<file path="config.mk">
export PLATFORM = sky130hd
export DESIGN_NAME = regfile_wb_sched
export DESIGN_NICKNAME = d
export VERILOG_FILES = /design/src/rtl/mips_pkg.sv /design/src/rtl/wb_scoreboard.sv /design/src/rtl/regfile_wb_sched.sv
export SDC_FILE = /design/constraint.sdc
export NUM_CORES = 1
export LEC_CHECK = 0
export ABC_AREA = 1
export CELL_PAD_IN_SITES_DETAIL_PLACEMENT = 2
export CELL_PAD_IN_SITES_GLOBAL_PLACEMENT = 2
export CORE_ASPECT_RATIO = 2
export CORE_MARGIN = 3
export CORE_UTILIZATION = 26
export CTS_CLUSTER_SIZE = 20
export DETAILED_ROUTE_END_ITERATION = 16
export HOLD_SLACK_MARGIN = 0.06
export PLACE_DENSITY = 0.92
export SLEW_MARGIN = 20
export SYNTH_ARGS = -nofsm -noshare
export SYNTH_HDL_FRONTEND = slang
export SYNTH_SLANG_ARGS = --single-unit
</file>
<file path="constraint.sdc">
create_clock -name clk -period 3.06 [get_ports clk]
set_clock_uncertainty 0.2 [all_clocks]
set_input_delay 0.306 -clock clk [delete_from_list [all_inputs] [get_ports clk]]
set_output_delay 0.306 -clock clk [all_outputs]
set_load 0.02 [all_outputs]
</file>
<file path="src/rtl/mips_pkg.sv">
// Shared constants and types for the register-file write-back scheduler.
// Latency: none; declarations only.
// Backpressure: none.
package mips_pkg;

    localparam int AW = 5;
    localparam int DW = 32;

    localparam logic [AW-1:0] REG_ZERO = 5'd0;

    // Temporaries t0..t7
    localparam logic [AW-1:0] T0 = 5'd8;
    localparam logic [AW-1:0] T1 = 5'd9;
    localparam logic [AW-1:0] T2 = 5'd10;
    localparam logic [AW-1:0] T3 = 5'd11;
    localparam logic [AW-1:0] T4 = 5'd12;
    localparam logic [AW-1:0] T5 = 5'd13;
    localparam logic [AW-1:0] T6 = 5'd14;
    localparam logic [AW-1:0] T7 = 5'd15;

    // Saved registers s0..s7
    localparam logic [AW-1:0] S0 = 5'd16;
    localparam logic [AW-1:0] S1 = 5'd17;
    localparam logic [AW-1:0] S2 = 5'd18;
    localparam logic [AW-1:0] S3 = 5'd19;
    localparam logic [AW-1:0] S4 = 5'd20;
    localparam logic [AW-1:0] S5 = 5'd21;
    localparam logic [AW-1:0] S6 = 5'd22;
    localparam logic [AW-1:0] S7 = 5'd23;

    typedef enum logic {
        RUN   = 1'b0,
        FLUSH = 1'b1
    } wb_state_e;

endpackage

</file>
<file path="src/rtl/wb_scoreboard.sv">
// Pending-write scoreboard: one bit per architectural register, three hazard lookups.
// Latency: set/clear visible the cycle after; lookups are combinational.
// Backpressure: none; set wins over clear on the same address, flush clear wins over both.
module wb_scoreboard
    import mips_pkg::*;
#(
    parameter int ADDR_W = AW
) (
    input  logic              clk,
    input  logic              rst_n,
    input  logic              flush_clr,
    input  logic              set_vld,
    input  logic [ADDR_W-1:0] set_addr,
    input  logic              clr_vld,
    input  logic [ADDR_W-1:0] clr_addr,
    input  logic [ADDR_W-1:0] look_a,
    input  logic [ADDR_W-1:0] look_b,
    input  logic [ADDR_W-1:0] look_c,
    output logic              pend_a,
    output logic              pend_b,
    output logic              pend_c
);

    localparam int NREG = 1 << ADDR_W;

    logic [NREG-1:0] pending_q;
    logic [NREG-1:0] pending_d;

    // Next pending vector: clear on commit, then set on issue, then whole-vector flush; r0 never pending
    always_comb begin
        pending_d = pending_q;
        if (clr_vld) begin
            pending_d[clr_addr] = 1'b0;
        end
        if (set_vld) begin
            pending_d[set_addr] = 1'b1;
        end
        if (flush_clr) begin
            pending_d = '0;
        end
        pending_d[REG_ZERO] = 1'b0;
    end

    // Pending vector register
    always_ff @(posedge clk or negedge rst_n) begin
        if (!rst_n) begin
            pending_q <= '0;
        end else begin
            pending_q <= pending_d;
        end
    end

    assign pend_a = pending_q[look_a];
    assign pend_b = pending_q[look_b];
    assign pend_c = pending_q[look_c];

endmodule

</file>
<file path="src/rtl/regfile_wb_sched.sv">
// Write-back scheduler: arbitrates ALU vs load onto the single register-file write port, tracks pending writes.
// Latency: 1 cycle from grant to reg_write; stall is combinational.
// Backpressure: ready is combinational; mem wins contention unless the ALU has lost STARVE_LIMIT cycles in a row.
module regfile_wb_sched
    import mips_pkg::*;
#(
    parameter int AW           = mips_pkg::AW,
    parameter int DW           = mips_pkg::DW,
    parameter int STARVE_LIMIT = 4
) (
    input  logic          clk,
    input  logic          rst_n,
    input  logic          flush,
    input  logic          alu_valid,
    output logic          alu_ready,
    input  logic [AW-1:0] alu_dest,
    input  logic [DW-1:0] alu_data,
    input  logic          mem_valid,
    output logic          mem_ready,
    input  logic [AW-1:0] mem_dest,
    input  logic [DW-1:0] mem_data,
    input  logic          issue_valid,
    input  logic [AW-1:0] issue_dest,
    input  logic [AW-1:0] rd_addr_a,
    input  logic [AW-1:0] rd_addr_b,
    output logic          stall,
    output logic          reg_write,
    output logic [AW-1:0] write_addr,
    output logic [DW-1:0] write_data
);

    localparam int            CW         = 4;
    localparam logic [CW-1:0] STARVE_MAX = CW'(STARVE_LIMIT);

    wb_state_e     state_q, state_d;
    logic [CW-1:0] starve_cnt_q, starve_cnt_d;
    logic          reg_write_q, reg_write_d;
    logic [AW-1:0] write_addr_q, write_addr_d;
    logic [DW-1:0] write_data_q, write_data_d;

    logic in_run;
    logic starved;
    logic alu_gnt;
    logic mem_gnt;
    logic pend_a;
    logic pend_b;
    logic pend_iss;
    logic sb_set_vld;

    // Grants only in RUN and never while reset is held; ALU overrides mem once starved
    assign in_run  = rst_n && (state_q == RUN);
    assign starved = (starve_cnt_q == STARVE_MAX);
    assign alu_gnt = in_run && alu_valid && (!mem_valid || starved);
    assign mem_gnt = in_run && mem_valid && !(alu_valid && starved);

    assign alu_ready = alu_gnt;
    assign mem_ready = mem_gnt;

    // Decode hold: RAW on either source, WAW on the issuing dest, or flush in progress
    assign stall      = pend_a || pend_b || (issue_valid && pend_iss) || (state_q == FLUSH);
    assign sb_set_vld = issue_valid && !stall;

    // Next state, starvation counter and write-port contents
    always_comb begin
        state_d      = state_q;
        starve_cnt_d = starve_cnt_q;
        reg_write_d  = 1'b0;
        write_addr_d = write_addr_q;
        write_data_d = write_data_q;

        case (state_q)
            RUN:     state_d = flush ? FLUSH : RUN;
            FLUSH:   state_d = flush ? FLUSH : RUN;
            default: state_d = RUN;
        endcase

        if ((state_q == FLUSH) || !alu_valid || alu_gnt) begin
            starve_cnt_d = '0;
        end else if (!starved) begin
            starve_cnt_d = starve_cnt_q + 1'b1;
        end

        // A grant to r0 is accepted but never reaches the register file
        if (alu_gnt && (alu_dest != '0)) begin
            reg_write_d  = 1'b1;
            write_addr_d = alu_dest;
            write_data_d = alu_data;
        end else if (mem_gnt && (mem_dest != '0)) begin
            reg_write_d  = 1'b1;
            write_addr_d = mem_dest;
            write_data_d = mem_data;
        end
    end

    // FSM state, counter and registered write port
    always_ff @(posedge clk or negedge rst_n) begin
        if (!rst_n) begin
            state_q      <= RUN;
            starve_cnt_q <= '0;
            reg_write_q  <= 1'b0;
            write_addr_q <= '0;
            write_data_q <= '0;
        end else begin
            state_q      <= state_d;
            starve_cnt_q <= starve_cnt_d;
            reg_write_q  <= reg_write_d;
            write_addr_q <= write_addr_d;
            write_data_q <= write_data_d;
        end
    end

    assign reg_write  = reg_write_q;
    assign write_addr = write_addr_q;
    assign write_data = write_data_q;

    wb_scoreboard #(
        .ADDR_W (AW)
    ) u_scoreboard (
        .clk       (clk),
        .rst_n     (rst_n),
        .flush_clr (state_q == FLUSH),
        .set_vld   (sb_set_vld),
        .set_addr  (issue_dest),
        .clr_vld   (reg_write_q),
        .clr_addr  (write_addr_q),
        .look_a    (rd_addr_a),
        .look_b    (rd_addr_b),
        .look_c    (issue_dest),
        .pend_a    (pend_a),
        .pend_b    (pend_b),
        .pend_c    (pend_iss)
    );

endmodule
</file>
==> impl_metrics.toml, run 1 <==
[outcome]
outcome = "finished, final reports clean"

[global_route]
grt_max_degree = 61
grtUsageTotal = 0.239
antenna_found_initial = 0
grt_pass1_wl_mm = 39.7
grt_pass1_vias = 7418
gr-total-overflow = 0

[synthesis]
synth_top_area_cell = "dfrtp_1"
synthesis.area_mm2 = 0.00515
synth_adder_area_share = 0.00486
mappedNetlistNets = 906
synth_edf_count = 0
yosysUniqueCellTypes = 27
async_reset_ff_frac = 1.00
ys_warn_count = 0
synth.avg_cell_area_um2 = 6.37
seq_area_frac_synth = 0.359
synth_top_area_frac = 0.359
syn_inst = 809
synthFlopType = "dfrtp_1"
synth_compound_area_frac = 0.127
yosys.area_share.xor_xnor = 0.00340
synth_mux_area_frac = 0
synth_top_family_by_area = "simple AND/OR/NAND/NOR gates"
synthTopCellsByArea = "dfrtp_1, nand2_1, nand3_1"
synth-simple-area-share = 0.391
synth_seq_cells = 74

[die]
start_util = 0.266
core_mm2 = 0.0194
dieArea_mm2 = 0.0216
rows = 72
dieWidth_um = 106
boundaryPins = 136
die_h_um = 205

[timing]
fin_crit_sh = 0.933
hold-worst-slack_ns = 0.155
finalHoldViolations = 0
worst_pin_slew_ns = 0.895
period_needed_ns = 2.86
setup_viol = 0
slew_viol_final = 0
fin_tns_setup_ns = 0
rsz0062_at_grt = "false"
max_freq_mhz = 350
max-slew-margin-rel = 0.404

[critical_path]
critical_path_required_ns = 2.55
cp_cell_sequence = "clkdlybuf4s50_1 -> inv_1 -> nor3_1 -> buf_4 -> nand2_1 -> nand2_1 -> nor2_1 -> buf_4 -> nand2_1 -> a21oi_4 -> nand2_1 -> dlygate4sd2_1"
r2r_cells = 13
cp-start-kind = "input port"
worst_path_max_delay_cell = "clkdlybuf4s50_1"
cpMostUsedCell = "nand2_1"
worst-path-max-fanout = 4
critPathCaptureType = "output pin"
crit_arrival_ns = 2.35
max_stage_delay_ns = 0.56
worstSetupPathType = "in2out"

[drt]
post_drt_wl_per_cell_um = 20.5
drt_first_iter_violations = 220
drt_first_pass_iters = 4
routed_wl_mm = 25.1
drt-vias-per-instance = 5.17
vias = 6338
drc = 0
antenna_left = 0

[clock_network]
clkLatencyLatePin_ns = 0.35
clk_path_buf_depth = 2
cts_tree = "yes"
cts_buffers = 9
ctsHtreeMaxLevel = 3
cts.sinks = 74
clock-root-buffer = "clkbuf_16"
clkTransAtPathRegs_ns = 0.06

[cells_and_area]
area_growth_pct = 41.9
fin_cells = 1226
fillers = 2368
utilization = 0.377
nets = 1059
antenna_cells = 0
drive_gt1_frac = 0.0755

[place]
dp.cells = 1209
portBuffers = 135
place.gp.congestion = 0.912
place_hpwl_mm = 19.6

[run]
maxCapViolations = 0

[pwr]
power_density_mw_per_mm2 = 464
leakagePower_uw = 0.00349
p_total_uw = 3390
peakVddDrop_mv = 0.278

[hold_path]
hold_class = "in2async"
==> cells by family (layout without fill, tap and decap cells) <==
kind of cell | after synthesis | in the layout
AND/OR/NAND/NOR | 477 | 477
buffers and inverters | 138 | 296
AO/OA/AOI/OAI | 116 | 116
flip-flops | 74 | 74
adder cells (fa/ha/maj) | 2 | 2
XOR/XNOR | 2 | 2
==> repair_timing <==
| item | CTS | global route |
|---|---|---|
| hold buffers | 1 | 0 |
| gates resized for setup | 2 | 3 |
| hold endpoints to repair | 14 | 0 |
| setup endpoints to repair | 2 | 5 |
| buffers inserted | 0 | 0 |
==> layer usage <==
| layer | track usage | vias to the layer above | wire length [um] |
|---|---|---|---|
| li1 | - | 2938 | - |
| met1 | 0.218 | 3098 | 8120 |
| met2 | 0.472 | 204 | 14300 |
| met4 | 0.150 | 0 | 1580 |
| met3 | 0.0419 | 98 | 1080 |
| met5 | 0 | - | 0 |
==> cells in the mapped netlist, types with 2 or more instances <==
cell and n:
a21oi_1 64, a31oi_1 31, buf_2 18, buf_4 4, buf_6 4, clkbuf_1 19, dfrtp_1 74, ha_1 2
inv_1 90, inv_2 2, nand2_1 265, nand3_1 78, nand4_1 32, nor2_1 79, nor3_1 21, o211ai_1 3
o21ai_0 10, o21ai_1 2, o22ai_1 3
==> worst max-delay path: cells and delay by family <==
kind	cells	cell delay, ns
and+or+nand+nor	6	0.63
AOI/OAI and AO/OA	1	0.08
buffers and inverters	5	1.32
==> cells in the final DEF, fill, tap and decap left out, types with 3 or more instances in the layout <==
| master | instances |
|---|---|
| clkbuf_16 | 9 |
| a21oi_1 | 64 |
| clkbuf_1 | 3 |
| clkdlybuf4s50_1 | 131 |
| o211ai_1 | 3 |
| buf_4 | 47 |
| nor2_1 | 78 |
| nor3_1 | 21 |
| clkinv_2 | 3 |
| buf_12 | 4 |
| a31oi_1 | 31 |
| dfrtp_1 | 74 |
| o22ai_1 | 3 |
| o21ai_0 | 10 |
| nand2_1 | 264 |
| inv_1 | 90 |
| nand3_1 | 78 |
| nand4_1 | 32 |
==> where the power goes <==
part | total, uW | switching, uW | internal [uW]
logic | 1180 | 690 | 493
clock network | 1010 | 437 | 569
registers | 1200 | 95.6 | 1110
==> state kept, by name, indices dropped and copies added, names as in the netlist <==
name	cells
starve_cnt_q	4
state_q	1
u_scoreboard.pending_q	31
write_data	32
reg_write	1
write_addr	5
==> stage by stage <==
stage | setup slack (ns) | cell area [um2]
floorplan | 0.900 | 5150
global placement | -0.0380 | 7020
detailed placement | -0.133 | 7020
CTS | 0.0639 | 7300
global route | 0.00511 | 7310
finish | 0.204 | 7310
==> final timing paths <==
| path | start | end | slack (ns) |
|---|---|---|---|
| hold / removal | rst_n | u_scoreboard.pending_q[3] | 0.15 |
| hold reg to reg | write_data[15] | write_data[15] | 0.35 |
| min in group clk | flush | state_q | 0.19 |
| setup / recovery | issue_dest[2] | stall | 0.20 |
| setup reg to reg | starve_cnt_q[0] | write_addr[0] | 0.37 |
| max in group asynchronous | rst_n | write_data[7] | 1.33 |
==> layout make-up <==
cell class / instances / area, um2 / area share
repair buffers: 187 / 1800 / 0.246
well taps: 259 / 324 / 0.0443
clock buffers: 13 / 250 / 0.0342
flip-flops and latches: 74 / 1850 / 0.253
inverters: 93 / 349 / 0.0478
clock inverters: 3 / 15.0 / 0.00205
multi-input cells: 597 / 2720 / 0.372
Power figures use the tool's default switching activity.
==> run 2: changes to the inputs <==
- TNS_END_PERCENT: unset -> 30
==> results of run 2 <==
Final layout, timing and power as in run 1 (identical DEF).
==> run 3: changes to the inputs <==
- SLEW_MARGIN: 20 -> unset
==> results of run 3 <==
Final layout, timing and power as in run 1 (identical DEF).
